File: config.mk
export PLATFORM = sky130hd
export DESIGN_NAME = dec_stage_flat
export DESIGN_NICKNAME = d
export VERILOG_FILES = /design/src/rtl/dec_stage_if.sv /design/src/rtl/dec_stage.sv /design/src/flat_wrapper.sv
export SDC_FILE = /design/constraint.sdc
export NUM_CORES = 1
export LEC_CHECK = 0
export CAP_MARGIN = 10
export CORE_AREA = 2 2 137 139
export CTS_CLUSTER_DIAMETER = 120
export CTS_CLUSTER_SIZE = 10
export DETAILED_ROUTE_END_ITERATION = 16
export DIE_AREA = 0 0 139 141
export DONT_BUFFER_PORTS = 1
export MAX_ROUTING_LAYER = met4
export SLEW_MARGIN = 20
export SYNTH_ARGS = -nofsm -noshare
export SYNTH_HDL_FRONTEND = slang
export SYNTH_SLANG_ARGS = --single-unit
export TNS_END_PERCENT = 1
File: constraint.sdc
create_clock -name i_clk -period 1.5 [get_ports i_clk]
set_input_delay 0.225 -clock i_clk [delete_from_list [all_inputs] [get_ports i_clk]]
set_output_delay 0.225 -clock i_clk [all_outputs]
set_load 0.02 [all_outputs]
File: src/rtl/dec_stage_if.sv
// Decode-stage bus: IF/ID inputs, register-file read port and ID/EX outputs.
// slave is the decode stage's view; master is the surrounding pipeline's view.
interface dec_stage_if;
  logic [31:0] i_inst;
  logic [31:0] i_pc;
  logic [31:0] i_nxt_pc;
  logic        i_vld;
  logic        i_flush;
  logic        i_stall;
  logic [4:0]  o_rs1_raddr;
  logic [4:0]  o_rs2_raddr;
  logic [31:0] i_rs1_rdata;
  logic [31:0] i_rs2_rdata;
  logic        o_hold;
  logic        o_halt;
  logic        o_ex_vld;
  logic [31:0] o_ex_pc;
  logic [31:0] o_ex_nxt_pc;
  logic [31:0] o_ex_rs1;
  logic [31:0] o_ex_rs2;
  logic [31:0] o_ex_imm;
  logic [4:0]  o_ex_rd;
  logic [2:0]  o_ex_opsel;
  logic [9:0]  o_ex_ctrl;
  logic        o_ex_halt;

  modport slave (
    input  i_inst, i_pc, i_nxt_pc, i_vld, i_flush, i_stall, i_rs1_rdata, i_rs2_rdata,
    output o_rs1_raddr, o_rs2_raddr, o_hold, o_halt, o_ex_vld, o_ex_pc, o_ex_nxt_pc,
           o_ex_rs1, o_ex_rs2, o_ex_imm, o_ex_rd, o_ex_opsel, o_ex_ctrl, o_ex_halt
  );

  modport master (
    output i_inst, i_pc, i_nxt_pc, i_vld, i_flush, i_stall, i_rs1_rdata, i_rs2_rdata,
    input  o_rs1_raddr, o_rs2_raddr, o_hold, o_halt, o_ex_vld, o_ex_pc, o_ex_nxt_pc,
           o_ex_rs1, o_ex_rs2, o_ex_imm, o_ex_rd, o_ex_opsel, o_ex_ctrl, o_ex_halt
  );
endinterface

File: src/rtl/dec_stage.sv
// RV32I decode stage: decodes the IF/ID instruction into the ID/EX register,
// detects load-use hazards (holding fetch) and latches a sticky halt.
module dec_stage #(
  parameter bit LOAD_USE_STALL = 1'b1
) (
  input logic        i_clk,
  input logic        i_rst,
  dec_stage_if.slave bus
);

  typedef struct packed {
    logic sub_sra;
    logic alu_imm;
    logic mem_rd;
    logic mem_wr;
    logic reg_wr;
    logic branch;
    logic jal;
    logic jalr;
    logic lui;
    logic auipc;
  } ctrl_t;

  typedef struct packed {
    logic        vld;
    logic [31:0] pc;
    logic [31:0] nxt_pc;
    logic [31:0] rs1;
    logic [31:0] rs2;
    logic [31:0] imm;
    logic [4:0]  rd;
    logic [2:0]  opsel;
    ctrl_t       ctrl;
    logic        halt;
  } ex_t;

  localparam logic [6:0] OPC_LUI    = 7'b0110111;
  localparam logic [6:0] OPC_AUIPC  = 7'b0010111;
  localparam logic [6:0] OPC_JAL    = 7'b1101111;
  localparam logic [6:0] OPC_JALR   = 7'b1100111;
  localparam logic [6:0] OPC_BRANCH = 7'b1100011;
  localparam logic [6:0] OPC_LOAD   = 7'b0000011;
  localparam logic [6:0] OPC_STORE  = 7'b0100011;
  localparam logic [6:0] OPC_OPIMM  = 7'b0010011;
  localparam logic [6:0] OPC_OP     = 7'b0110011;
  localparam logic [6:0] OPC_FENCE  = 7'b0001111;
  localparam logic [6:0] OPC_SYSTEM = 7'b1110011;

  function automatic logic [31:0] imm_i(input logic [31:0] w);
    return {{20{w[31]}}, w[31:20]};
  endfunction

  function automatic logic [31:0] imm_s(input logic [31:0] w);
    return {{20{w[31]}}, w[31:25], w[11:7]};
  endfunction

  function automatic logic [31:0] imm_b(input logic [31:0] w);
    return {{19{w[31]}}, w[31], w[7], w[30:25], w[11:8], 1'b0};
  endfunction

  function automatic logic [31:0] imm_u(input logic [31:0] w);
    return {w[31:12], 12'h000};
  endfunction

  function automatic logic [31:0] imm_j(input logic [31:0] w);
    return {{11{w[31]}}, w[31], w[19:12], w[20], w[30:21], 1'b0};
  endfunction

  ex_t  ex_q, ex_d, dec_s;
  logic halt_q, halt_d;
  logic uses_rs1_s, uses_rs2_s, hazard_s;
  logic [31:0] inst_s;

  assign inst_s = bus.i_inst;

  // Decode the IF/ID instruction into a candidate ID/EX entry.
  always_comb begin
    dec_s        = '0;
    uses_rs1_s   = 1'b1;
    uses_rs2_s   = 1'b0;
    dec_s.vld    = 1'b1;
    dec_s.pc     = bus.i_pc;
    dec_s.nxt_pc = bus.i_nxt_pc;
    dec_s.rs1    = bus.i_rs1_rdata;
    dec_s.rs2    = bus.i_rs2_rdata;
    dec_s.opsel  = inst_s[14:12];
    case (inst_s[6:0])
      OPC_LUI: begin
        dec_s.ctrl.lui    = 1'b1;
        dec_s.ctrl.reg_wr = 1'b1;
        dec_s.imm         = imm_u(inst_s);
        uses_rs1_s        = 1'b0;
      end
      OPC_AUIPC: begin
        dec_s.ctrl.auipc  = 1'b1;
        dec_s.ctrl.reg_wr = 1'b1;
        dec_s.imm         = imm_u(inst_s);
        uses_rs1_s        = 1'b0;
      end
      OPC_JAL: begin
        dec_s.ctrl.jal    = 1'b1;
        dec_s.ctrl.reg_wr = 1'b1;
        dec_s.imm         = imm_j(inst_s);
        uses_rs1_s        = 1'b0;
      end
      OPC_JALR: begin
        dec_s.ctrl.jalr    = 1'b1;
        dec_s.ctrl.reg_wr  = 1'b1;
        dec_s.ctrl.alu_imm = 1'b1;
        dec_s.imm          = imm_i(inst_s);
      end
      OPC_BRANCH: begin
        dec_s.ctrl.branch = 1'b1;
        dec_s.imm         = imm_b(inst_s);
        uses_rs2_s        = 1'b1;
      end
      OPC_LOAD: begin
        dec_s.ctrl.mem_rd  = 1'b1;
        dec_s.ctrl.reg_wr  = 1'b1;
        dec_s.ctrl.alu_imm = 1'b1;
        dec_s.imm          = imm_i(inst_s);
      end
      OPC_STORE: begin
        dec_s.ctrl.mem_wr  = 1'b1;
        dec_s.ctrl.alu_imm = 1'b1;
        dec_s.imm          = imm_s(inst_s);
        uses_rs2_s         = 1'b1;
      end
      OPC_OPIMM: begin
        dec_s.ctrl.reg_wr  = 1'b1;
        dec_s.ctrl.alu_imm = 1'b1;
        dec_s.ctrl.sub_sra = (inst_s[14:12] == 3'b101) & inst_s[30];
        dec_s.imm          = imm_i(inst_s);
      end
      OPC_OP: begin
        dec_s.ctrl.reg_wr  = 1'b1;
        dec_s.ctrl.sub_sra = ((inst_s[14:12] == 3'b000) | (inst_s[14:12] == 3'b101)) & inst_s[30];
        uses_rs2_s         = 1'b1;
      end
      // FENCE has no effect on this in-order pipeline; it passes as a no-op.
      OPC_FENCE: begin
        dec_s.imm = imm_i(inst_s);
      end
      OPC_SYSTEM: begin
        dec_s.halt = 1'b1;
        dec_s.imm  = imm_i(inst_s);
      end
      default: begin
        dec_s.halt = 1'b1;
      end
    endcase
    dec_s.rd = dec_s.ctrl.reg_wr ? inst_s[11:7] : 5'd0;
  end

  assign hazard_s = LOAD_USE_STALL & bus.i_vld & ex_q.vld & ex_q.ctrl.mem_rd & (ex_q.rd != 5'd0)
                  & (((ex_q.rd == inst_s[19:15]) & uses_rs1_s) | ((ex_q.rd == inst_s[24:20]) & uses_rs2_s));

  // ID/EX next state: flush > hazard > stall > halted > load.
  always_comb begin
    ex_d   = ex_q;
    halt_d = halt_q;
    if (bus.i_flush || hazard_s) begin
      ex_d = '0;
    end else if (bus.i_stall) begin
      ex_d = ex_q;
    end else if (halt_q || !bus.i_vld) begin
      ex_d = '0;
    end else begin
      ex_d   = dec_s;
      halt_d = halt_q | dec_s.halt;
    end
  end

  // ID/EX pipeline register and sticky halt.
  always_ff @(posedge i_clk) begin
    if (i_rst) begin
      ex_q   <= '0;
      halt_q <= 1'b0;
    end else begin
      ex_q   <= ex_d;
      halt_q <= halt_d;
    end
  end

  assign bus.o_rs1_raddr = inst_s[19:15];
  assign bus.o_rs2_raddr = inst_s[24:20];
  assign bus.o_hold      = !i_rst & !bus.i_flush & (hazard_s | bus.i_stall);
  assign bus.o_halt      = halt_q;
  assign bus.o_ex_vld    = ex_q.vld;
  assign bus.o_ex_pc     = ex_q.pc;
  assign bus.o_ex_nxt_pc = ex_q.nxt_pc;
  assign bus.o_ex_rs1    = ex_q.rs1;
  assign bus.o_ex_rs2    = ex_q.rs2;
  assign bus.o_ex_imm    = ex_q.imm;
  assign bus.o_ex_rd     = ex_q.rd;
  assign bus.o_ex_opsel  = ex_q.opsel;
  assign bus.o_ex_ctrl   = ex_q.ctrl;
  assign bus.o_ex_halt   = ex_q.halt;

endmodule

File: src/flat_wrapper.sv
// flat-port wrapper written by rule: the top's interface ports become plain ports
module dec_stage_flat 
#(
  parameter bit LOAD_USE_STALL = 1'b1
)
  (i_clk, i_rst, bus_i_inst, bus_i_pc, bus_i_nxt_pc, bus_i_vld, bus_i_flush, bus_i_stall, bus_i_rs1_rdata, bus_i_rs2_rdata, bus_o_rs1_raddr, bus_o_rs2_raddr, bus_o_hold, bus_o_halt, bus_o_ex_vld, bus_o_ex_pc, bus_o_ex_nxt_pc, bus_o_ex_rs1, bus_o_ex_rs2, bus_o_ex_imm, bus_o_ex_rd, bus_o_ex_opsel, bus_o_ex_ctrl, bus_o_ex_halt);
  dec_stage_if bus_i ();
  input logic i_clk;
  input logic i_rst;
  input wire logic [$bits(bus_i.i_inst)-1:0] bus_i_inst;
  input wire logic [$bits(bus_i.i_pc)-1:0] bus_i_pc;
  input wire logic [$bits(bus_i.i_nxt_pc)-1:0] bus_i_nxt_pc;
  input wire logic [$bits(bus_i.i_vld)-1:0] bus_i_vld;
  input wire logic [$bits(bus_i.i_flush)-1:0] bus_i_flush;
  input wire logic [$bits(bus_i.i_stall)-1:0] bus_i_stall;
  input wire logic [$bits(bus_i.i_rs1_rdata)-1:0] bus_i_rs1_rdata;
  input wire logic [$bits(bus_i.i_rs2_rdata)-1:0] bus_i_rs2_rdata;
  output wire logic [$bits(bus_i.o_rs1_raddr)-1:0] bus_o_rs1_raddr;
  output wire logic [$bits(bus_i.o_rs2_raddr)-1:0] bus_o_rs2_raddr;
  output wire logic [$bits(bus_i.o_hold)-1:0] bus_o_hold;
  output wire logic [$bits(bus_i.o_halt)-1:0] bus_o_halt;
  output wire logic [$bits(bus_i.o_ex_vld)-1:0] bus_o_ex_vld;
  output wire logic [$bits(bus_i.o_ex_pc)-1:0] bus_o_ex_pc;
  output wire logic [$bits(bus_i.o_ex_nxt_pc)-1:0] bus_o_ex_nxt_pc;
  output wire logic [$bits(bus_i.o_ex_rs1)-1:0] bus_o_ex_rs1;
  output wire logic [$bits(bus_i.o_ex_rs2)-1:0] bus_o_ex_rs2;
  output wire logic [$bits(bus_i.o_ex_imm)-1:0] bus_o_ex_imm;
  output wire logic [$bits(bus_i.o_ex_rd)-1:0] bus_o_ex_rd;
  output wire logic [$bits(bus_i.o_ex_opsel)-1:0] bus_o_ex_opsel;
  output wire logic [$bits(bus_i.o_ex_ctrl)-1:0] bus_o_ex_ctrl;
  output wire logic [$bits(bus_i.o_ex_halt)-1:0] bus_o_ex_halt;
  assign bus_i.i_inst = bus_i_inst;
  assign bus_i.i_pc = bus_i_pc;
  assign bus_i.i_nxt_pc = bus_i_nxt_pc;
  assign bus_i.i_vld = bus_i_vld;
  assign bus_i.i_flush = bus_i_flush;
  assign bus_i.i_stall = bus_i_stall;
  assign bus_i.i_rs1_rdata = bus_i_rs1_rdata;
  assign bus_i.i_rs2_rdata = bus_i_rs2_rdata;
  assign bus_o_rs1_raddr = bus_i.o_rs1_raddr;
  assign bus_o_rs2_raddr = bus_i.o_rs2_raddr;
  assign bus_o_hold = bus_i.o_hold;
  assign bus_o_halt = bus_i.o_halt;
  assign bus_o_ex_vld = bus_i.o_ex_vld;
  assign bus_o_ex_pc = bus_i.o_ex_pc;
  assign bus_o_ex_nxt_pc = bus_i.o_ex_nxt_pc;
  assign bus_o_ex_rs1 = bus_i.o_ex_rs1;
  assign bus_o_ex_rs2 = bus_i.o_ex_rs2;
  assign bus_o_ex_imm = bus_i.o_ex_imm;
  assign bus_o_ex_rd = bus_i.o_ex_rd;
  assign bus_o_ex_opsel = bus_i.o_ex_opsel;
  assign bus_o_ex_ctrl = bus_i.o_ex_ctrl;
  assign bus_o_ex_halt = bus_i.o_ex_halt;
  dec_stage #(.LOAD_USE_STALL(LOAD_USE_STALL)) u_core (.i_clk(i_clk), .i_rst(i_rst), .bus(bus_i));
endmodule
# Yosys cells after proc, flatten, opt, wreduce, memory -nomap -nowiden
# Cells that the tools add are included.
[totals]
register_bits = 181
elab_cells = 83
in_bits = 165
out_inout_bits = 192
[op_classes]
eq_ne = 14
muxes = 16
n_reduce_logical = 16
bitwise = 17
[ops]
columns = ["op", "count"]
rows = [
  ["$mux W180", 1],
  ["$pmux W32 S5", 1],
  ["$eq A7 B7 Y1 const B", 4],
  ["$eq A7 B6 Y1 const B", 3],
  ["$eq A7 B5 Y1 const B", 2],
  ["$mux W1", 12],
  ["$and A1 B1 Y1", 10],
  ["$eq A5 B5 Y1", 2],
  ["$reduce_or A10 Y1", 1],
  ["$eq A7 B2 Y1 const B", 1],
  ["$eq A7 B4 Y1 const B", 1],
  ["$reduce_or A7 Y1", 1],
  ["$reduce_or A3 Y1", 2],
  ["$mux W5", 1],
  ["$reduce_bool A5 Y1", 1],
  ["$reduce_or A5 Y1", 1],
  ["$or A1 B1 Y1", 4],
  ["$reduce_or A2 Y1", 2],
  ["$reduce_or A4 Y1", 1],
  ["$eq A3 B3 Y1 const B", 1],
  ["$logic_not A1 Y1", 3],
  ["$logic_not A3 Y1", 1],
  ["$not A1 Y1", 3],
  ["$reduce_and A3 Y1", 1],
  ["other kinds (2)", 3],
]

# Depth between registers and ports, before layout
# Gate-level depths: netlist of the first run.
[depth]
ltp_word = 9
mapped_depth = 9
depth_no_buf = 5

# Worst setup path before layout of the first run
# No wires, ideal clock.
[synth_path]
path_type = "register -> register"
from = "reg u_core.ex_q, in the netlist u_core.bus.o_ex_rd[1]"
to = "reg u_core.ex_q, in the netlist u_core.bus.o_ex_rs2[10]"
path_stages_with_launch = 9
setup_time_ps = 117
required_ps = 1383
path_slack_ps = -158
path_buffers = 3
arrival_ps = 1542
path_cell_list = "dfxtp_1 > xor2_1 > nor4_1 > nand4_1 > nand3_1 > buf_4 > buf_6 > buf_6 > nor2_1"
[synth_between]
elab_chain_cells = 6
elab_cells_between_ends = 10
cone_classes = "2 x eq/ne; 5 x bitwise; 3 x reduce/logical"
[synth_lines]
columns = ["item", "line", "source"]
rows = [
  ["start, declared", "dec_stage.sv:69", "ex_t ex_q, ex_d, dec_s;"],
  ["start signal, assigned", "dec_stage.sv:177", "ex_q <= '0;"],
  ["start signal, assigned", "dec_stage.sv:180", "ex_q <= ex_d;"],
  ["$eq A5 B5 Y1", "dec_stage.sv:156", "& (((ex_q.rd == inst_s[19:15]) & uses_rs1_s) | ((ex_q.rd == inst_s[24:20]) & uses_rs2_s));"],
  ["$and A1 B1 Y1", "dec_stage.sv:156", ""],
  ["$or A1 B1 Y1", "dec_stage.sv:156", ""],
  ["$and A1 B1 Y1 *", "dec_stage.sv:156", ""],
  ["$logic_or A1 B1 Y1 *", "dec_stage.sv:162", "if (bus.i_flush || hazard_s) begin"],
  ["$reduce_or A2 Y1 (no line) *", "-", ""],
]
# Mark *: on every way between the ends. The rest lies on a longest branch, timed or not.
# A chain may end at the register's enable or synchronous reset.

# Final worst setup path of the first run
[layout_path]
from = "reg u_core.ex_q, in the netlist u_core.bus.o_ex_rd[4]"
to = "out bus_o_hold"
[layout_between]
elab_chain_cells = 6
elab_cells_between_ends = 10
cone_classes = "2 x eq/ne; 7 x bitwise; 1 x reduce/logical"
[layout_lines]
columns = ["item", "line", "source"]
rows = [
  ["$eq A5 B5 Y1", "dec_stage.sv:156", ""],
  ["$and A1 B1 Y1", "dec_stage.sv:156", ""],
  ["$or A1 B1 Y1", "dec_stage.sv:156", ""],
  ["$and A1 B1 Y1 *", "dec_stage.sv:156", ""],
  ["$or A1 B1 Y1 *", "dec_stage.sv:187", "assign bus.o_hold = !i_rst & !bus.i_flush & (hazard_s | bus.i_stall);"],
  ["$and A1 B1 Y1 *", "dec_stage.sv:187", ""],
  ["end, declared", "flat_wrapper.sv:20", "output wire logic [$bits(bus_i.o_hold)-1:0] bus_o_hold;"],
]
# Marks and branches as above.

==> results of run 1 <==
final cells by class:
| cell class | count | area (um2) |
|---|---|---|
| fill | 1588 | 8480 |
| clock buffer | 18 | 429 |
| multi-input combinational | 503 | 3040 |
| inverter | 12 | 45.0 |
| tap | 234 | 293 |
| clock inverter | 14 | 154 |
| sequential | 181 | 3630 |
| timing repair buffer | 221 | 2210 |
registers in the layout, indices dropped and copies added, names as in the netlist:
register / flops
u_core.bus.o_ex_imm: 32
u_core.bus.o_ex_nxt_pc: 32
u_core.bus.o_ex_pc: 32
u_core.bus.o_ex_rs1: 32
u_core.bus.o_ex_rs2: 32
u_core.bus.o_ex_ctrl: 10
u_core.bus.o_ex_rd: 5
u_core.bus.o_ex_opsel: 3
u_core.bus.o_ex_halt: 1
u_core.bus.o_ex_vld: 1
u_core.bus.o_halt: 1
report_power, final:
group	internal, mW	switching [mW]
Sequential	4.88	0.151
Combinational	0.530	0.441
Clock	2.24	2.15
stage by stage:
step	TNS, ns	hold slack (ns)	cells	cell area (um2)	total power, mW
global route	-53.43	0.00278	1183	9790	10.7
detailed placement	-16.61	0.348	982	7440	5.72
floorplan	-11.14	0.329	781	7150	5.71
finish	-36.67	-0.0101	1183	9790	10.4
CTS	-34.17	-0.0545	1180	9720	10.4
global placement	-26.36	0.337	982	7440	5.70
cells by family (layout without fill, tap and decap cells):
kind of cell,count (synthesis),after routing,synth area share (%)
AOI/OAI and AO/OA,241,241,25.1
xor gates and xnor gates,12,12,1.48
adders and majority gates,1,1,0.141
buffers and inverters,97,265,7.24
DFF,181,181,50.9
muxes,1,1,0.158
and+or+nand+nor,248,248,15.0
worst paths after layout:
path | startpoint | slack, ns | depth (start not counted) | to
worst max-delay path | u_core.bus.o_ex_rd[4]$_SDFFE_PP0N_ | -0.36 | 6 | bus_o_hold
worst min-delay path | bus_i_stall | -0.01 | 2 | u_core.bus.o_ex_ctrl[2]$_SDFFE_PP0N_
worst max register to register | u_core.bus.o_ex_rd[1]$_SDFFE_PP0N_ | -0.28 | 9 | u_core.bus.o_ex_rs2[2]$_SDFFE_PP0N_
worst min register to register | u_core.bus.o_ex_ctrl[5]$_SDFFE_PP0N_ | 0.65 | 2 | u_core.bus.o_ex_ctrl[5]$_SDFFE_PP0N_
per-layer routing:
metal / global-route usage, % / wire (um) / vias up
li1: - / - / 3105
met1: 27.8 / 9550 / 3246
met2: 38.7 / 12100 / 383
met3: 8.08 / 2380 / 52
met4: 8.45 / 558 / 0
met5: - / 0 / -
Yosys cell counts (all sizes together), types with 5 or more instances:
cell type / n / area, um2
a22oi: 146 / 1100
nor2: 167 / 627
o211ai: 11 / 96.3
a221oi: 5 / 43.8
xor2: 10 / 87.6
inv: 12 / 45.0
clkbuf: 40 / 150
nand2: 33 / 124
a21oi: 39 / 199
a32oi: 9 / 78.8
and3: 7 / 43.8
dfxtp: 181 / 3620
nor3: 14 / 70.1
buf: 45 / 320
worst max-delay path, stage by stage, from the launching register on:
cell     delay (ns)
dfxtp_2        0.33
buf_4          0.15
nor3_2         0.18
a21oi_1        0.10
nand4_1        0.11
nand2_1        0.10
o21a_2         0.25
what timing repair did:
action	in CTS	in global routing
gates resized for setup	12	8
pin swaps	34	5
setup buffers	3	0
endpoints found under the hold margin	175	25
hold buffers	163	3
endpoints found under the setup margin	172	182
==> metrics.csv, run 1 <==
metric;value;unit
data arrival at the endpoint of the critical path;1.64;ns
CP endpoint kind;output port;
mean post-synth cell area;9.12;um2
worst hold path type;input port to flip-flop;
clock tree from TritonCTS;done;
setup repair after global routing missed its margin;yes;
via count;6786;
number of global-route vias before repair;6695;
Cell variety after synth;54;
core area;18300;um2
number of buffers on the longest clock path;2;
power density relative to cell area;1060;nW/um2
required time at the endpoint of the critical path;1.27;ns
DRT Wirelength;24600;um
pin count of the biggest net entering global routing;188;
global router's overall resource usage;23.9;%
total inserted antenna cells;0;
sequential fraction of the synthesis area;50.9;%
post-route clock skew;0.00981;ns
number of vias per cell after detailed routing;5.74;
count of standard-cell rows;50;
clk sink count;181;
flop and latch count out of synthesis;181;
total standard cell area after synthesis;7120;um2
relative slew slack;26.9;%
Net count, final;1101;
global-route wire length before repair;36300;um
DRC violation count after routing;0;
Port Buffers;0;
Worst Setup Start Kind;flip-flop;
maximum vdd ir drop;0.744;mV
Initial DRC Count;578;
antenna violations before repair;0;
wire length per cell;20.8;um
number of warnings reported in the yosys synthesis log;0;
leakage dissipation;3.53;nW
status;finished, violations left;
sum of overflow across all layers after global routing;0;
Worst Setup Slack, final;-0.364;ns
post-route clock period utilization;124;%
start-to-end type of the worst setup path;flip-flop to output port;
Pre-Repair DR Iteration Count;5;
final setup vio count;182;
async set or reset register ratio after synthesis;0;%
die area;19600;um2
Period minus WS final;1.86;ns
Die Width;139;um
violated checks;hold timing, setup timing;
TritonCTS Buffers;17;
top library cells by usage in the layout, fill and taps aside;177 x dfxtp_1, 167 x nor2_1, 166 x dlygate4sd3_1;
buffer cell driving the clock tree root;clkbuf_16;
Max Slew Vio Count;0;
level count of the clock H-tree;4;
Clock Latency Late Sink;0.42;ns
share of post-route cells with drive strength above 1;11.2;%
max-capacitance violation count;0;
final weighted congestion of routability-driven global placement;0.840;
worst slack, placed;-0.140;ns
EDFF count, synth;0;
f_max;536;MHz
utilization of the core after routing;53.6;%
antenna violation net count after detailed routing;0;
net count after synthesis;946;
sum of net half-perimeters after detailed placement;15700;um
slew at the pin with the worst max-slew slack;1.09;ns
Initial Utilization;39.0;%
post-synthesis cell count;781;
layout overhead on the synthesized area;37.5;%
Die H;141;um
Primary FF master, synth;dfxtp_1;
number of hold-slack violations in the final timing report;2;
worst hold margin;-0.0101;ns
maximum net fanout on the critical path;4;
io pins;357;
most frequent standard cell in the layout excluding fill and tap cells;dfxtp_1;
clock-pin slew on the worst setup and hold paths;0.07;ns
(Power assumes the default switching activity.)
==> run 2, diff against run 1 <==
--- a/config.mk
+++ b/config.mk
@@ -13,6 +13,7 @@
 export DIE_AREA = 0 0 139 141
 export DONT_BUFFER_PORTS = 1
 export MAX_ROUTING_LAYER = met4
+export RECOVER_POWER = 100
 export SLEW_MARGIN = 20
 export SYNTH_ARGS = -nofsm -noshare
 export SYNTH_HDL_FRONTEND = slang
==> constraint.sdc (replaced) <==
create_clock -name i_clk -period 1.7 [get_ports i_clk]
set_input_delay 0.255 -clock i_clk [delete_from_list [all_inputs] [get_ports i_clk]]
set_output_delay 0.255 -clock i_clk [all_outputs]
set_load 0.02 [all_outputs]
==> run 2 against run 1 <==
Compared with the run above: the run ends with setup timing left; via count shrank 2.4%; setup slack gained 0.18 ns; count of clock-buffer cells in the layout grew 1; design area shrank 4.0%; first-iteration DRC count is the same; non-clock buffer count shrank 36; critical path type unchanged; largest cell class unchanged; highest routed layer unchanged.
==> metrics.csv, run 2 (synthesized netlist as in run 1, its figures left out) <==
metric;value;unit
status;finished, violations left;
violated checks;setup timing;
Initial Utilization;39.0;%
number of vias per cell after detailed routing;5.77;
required time at the endpoint of the critical path;1.44;ns
clk sink count;181;
post-route clock period utilization;111;%
Worst Setup Start Kind;flip-flop;
R2R cell count;8;
most frequent standard cell in the layout excluding fill and tap cells;dfxtp_1;
Initial DRC Count;578;
via count;6624;
Die Width;139;um
wl on met1;9310;um
antenna violations before repair;1;
met2 routed WL;11700;um
beginning of the worst register-to-register path;u_core.bus.o_ex_rd[3]$_SDFFE_PP0N_;
data arrival at the endpoint of the critical path;1.63;ns
global-route wire length before repair;36000;um
setup repair after global routing missed its margin;yes;
setup slack of the worst register-to-register path;-0.13;ns
sum of overflow across all layers after global routing;0;
met3 WL post-DR;2080;um
final sum of negative setup slack;-9.32;ns
end point of the worst hold path;u_core.bus.o_ex_rs1[31]$_SDFFE_PP0N_;
final weighted congestion of routability-driven global placement;0.879;
Die H;141;um
top library cells by usage in the layout, fill and taps aside;178 x dfxtp_1, 166 x nor2_1, 146 x a22oi_1, 146 x dlygate4sd3_1, 37 x a21oi_1;
CP endpoint kind;output port;
cell-internal power;6.88;mW
instance count along the most critical hold path;2;
pin count of the biggest net entering global routing;142;
leakage dissipation;3.39;nW
total non-filler cell area in the finished layout;9400;um2
io pins;357;
Net count, final;1065;
total power after layout;9.23;mW
DRT Wirelength;23700;um
top layer used by detailed routing;met4;
Worst Setup Slack, final;-0.185;ns
power density relative to cell area;981;nW/um2
TritonCTS Buffers;17;
final setup vio count;132;
DRC violation count after routing;0;
switching power;2.35;mW
Max Slew Vio Count;0;
number of global-route vias before repair;6627;
number of buffers on the longest clock path;2;
level count of the clock H-tree;4;
global router's overall resource usage;23.7;%
maximum vdd ir drop;0.644;mV
post-route clock skew;0.0147;ns
share of total power in sequential cells;48.1;%
Port Buffers;0;
total placed instance area;7270;um2
core area;18300;um2
count of standard-cell rows;50;
Hold Path Origin;bus_i_stall;
relative slew slack;64.5;%
Period minus WS final;1.89;ns
start-to-end type of the worst setup path;flip-flop to output port;
clock tree from TritonCTS;done;
wire length per cell;20.6;um
endpoint of the most critical register-to-register path;u_core.bus.o_ex_nxt_pc[8]$_SDFFE_PP0N_;
f_max;530;MHz
Clock Power Share;43.0;%
antenna violation net count after detailed routing;0;
share of post-route cells with drive strength above 1;9.09;%
slew at the pin with the worst max-slew slack;0.533;ns
Pre-Repair DR Iteration Count;5;
max-capacitance violation count;0;
buffer cell driving the clock tree root;clkbuf_16;
layout overhead on the synthesized area;32.0;%
Clock Latency Late Sink;0.43;ns
worst hold path type;input port to flip-flop;
clock-pin slew on the worst setup and hold paths;0.07;ns
sum of net half-perimeters after detailed placement;15000;um
number of hold-slack violations in the final timing report;0;
die area;19600;um2
maximum net fanout on the critical path;3;
switching share of total power;25.4;%
relative contribution of combinational cells to total power;8.9;%
[run 2: per-stage QoR]
step	std cells	setup slack [ns]	hold slack, ns	utilization (%)
2_1_floorplan	781	0.0226	0.359	-
3_3_place_gp	965	-0.00700	0.374	39.8
3_5_place_dp	965	-0.0324	0.376	39.8
4_1_cts	1146	-0.188	0.00116	51.5
5_1_grt	1148	-0.288	0.00437	51.5
6_report	1148	-0.185	0.00469	51.5
[run 2: worst max path at each step]
stage	from	cells after the start	to	slack, ns
detailed placement	bus_i_inst[1]	6	u_core.bus.o_ex_imm[12]$_SDFFE_PP0N_	-0.03
global placement	bus_i_inst[1]	6	u_core.bus.o_ex_imm[12]$_SDFFE_PP0N_	-0.007
global route	u_core.bus.o_ex_rd[1]$_SDFFE_PP0N_	5	bus_o_hold	-0.29
CTS	u_core.bus.o_ex_rd[1]$_SDFFE_PP0N_	5	bus_o_hold	-0.19
finish	u_core.bus.o_ex_rd[4]$_SDFFE_PP0N_	6	bus_o_hold	-0.19
floorplan	bus_i_inst[3]	9	u_core.bus.o_ex_rs2[10]$_SDFFE_PP0N_	0.02
[run 2: power groups by stage]
stage	Combinational [mW]	Clock (mW)	Sequential, mW
floorplan	0.513	0	4.52
global placement	0.465	0	4.53
detailed placement	0.484	0	4.53
CTS	0.797	4.04	4.43
global route	0.883	4.26	4.44
finish	0.818	3.97	4.44
[run 2: what timing repair did]
action,4_1_cts,5_1_grt
pin swaps,38,1
resized for setup,10,2
endpoints found under the setup margin,1,182
hold buffers,146,1
buffers inserted,3,0
endpoints found under the hold margin,166,1
[run 2: worst max-delay path: stages, from the launching register on]
cell     delay [ns]
dfxtp_2        0.34
buf_4          0.14
nor3_4         0.18
a21oi_2        0.09
nand4_1        0.10
nand2_1        0.09
o21a_2         0.26
[run 2: layout make-up]
| cell class | count | area, um2 |
|---|---|---|
| flip-flops and latches | 181 | 3630 |
| well taps | 234 | 293 |
| fillers | 1583 | 8860 |
| repair buffers | 185 | 1800 |
| clock inverters | 13 | 160 |
| clock buffers | 19 | 443 |
| diodes | 1 | 2.50 |
| inverters | 12 | 45.0 |
| multi-input cells | 503 | 3030 |
[run 2: metal layers]
layer	vias up	track usage (%)
met5	-	-
met3	58	7.51
met1	3169	27.3
met2	361	39.1
met4	0	8.45
li1	3036	-
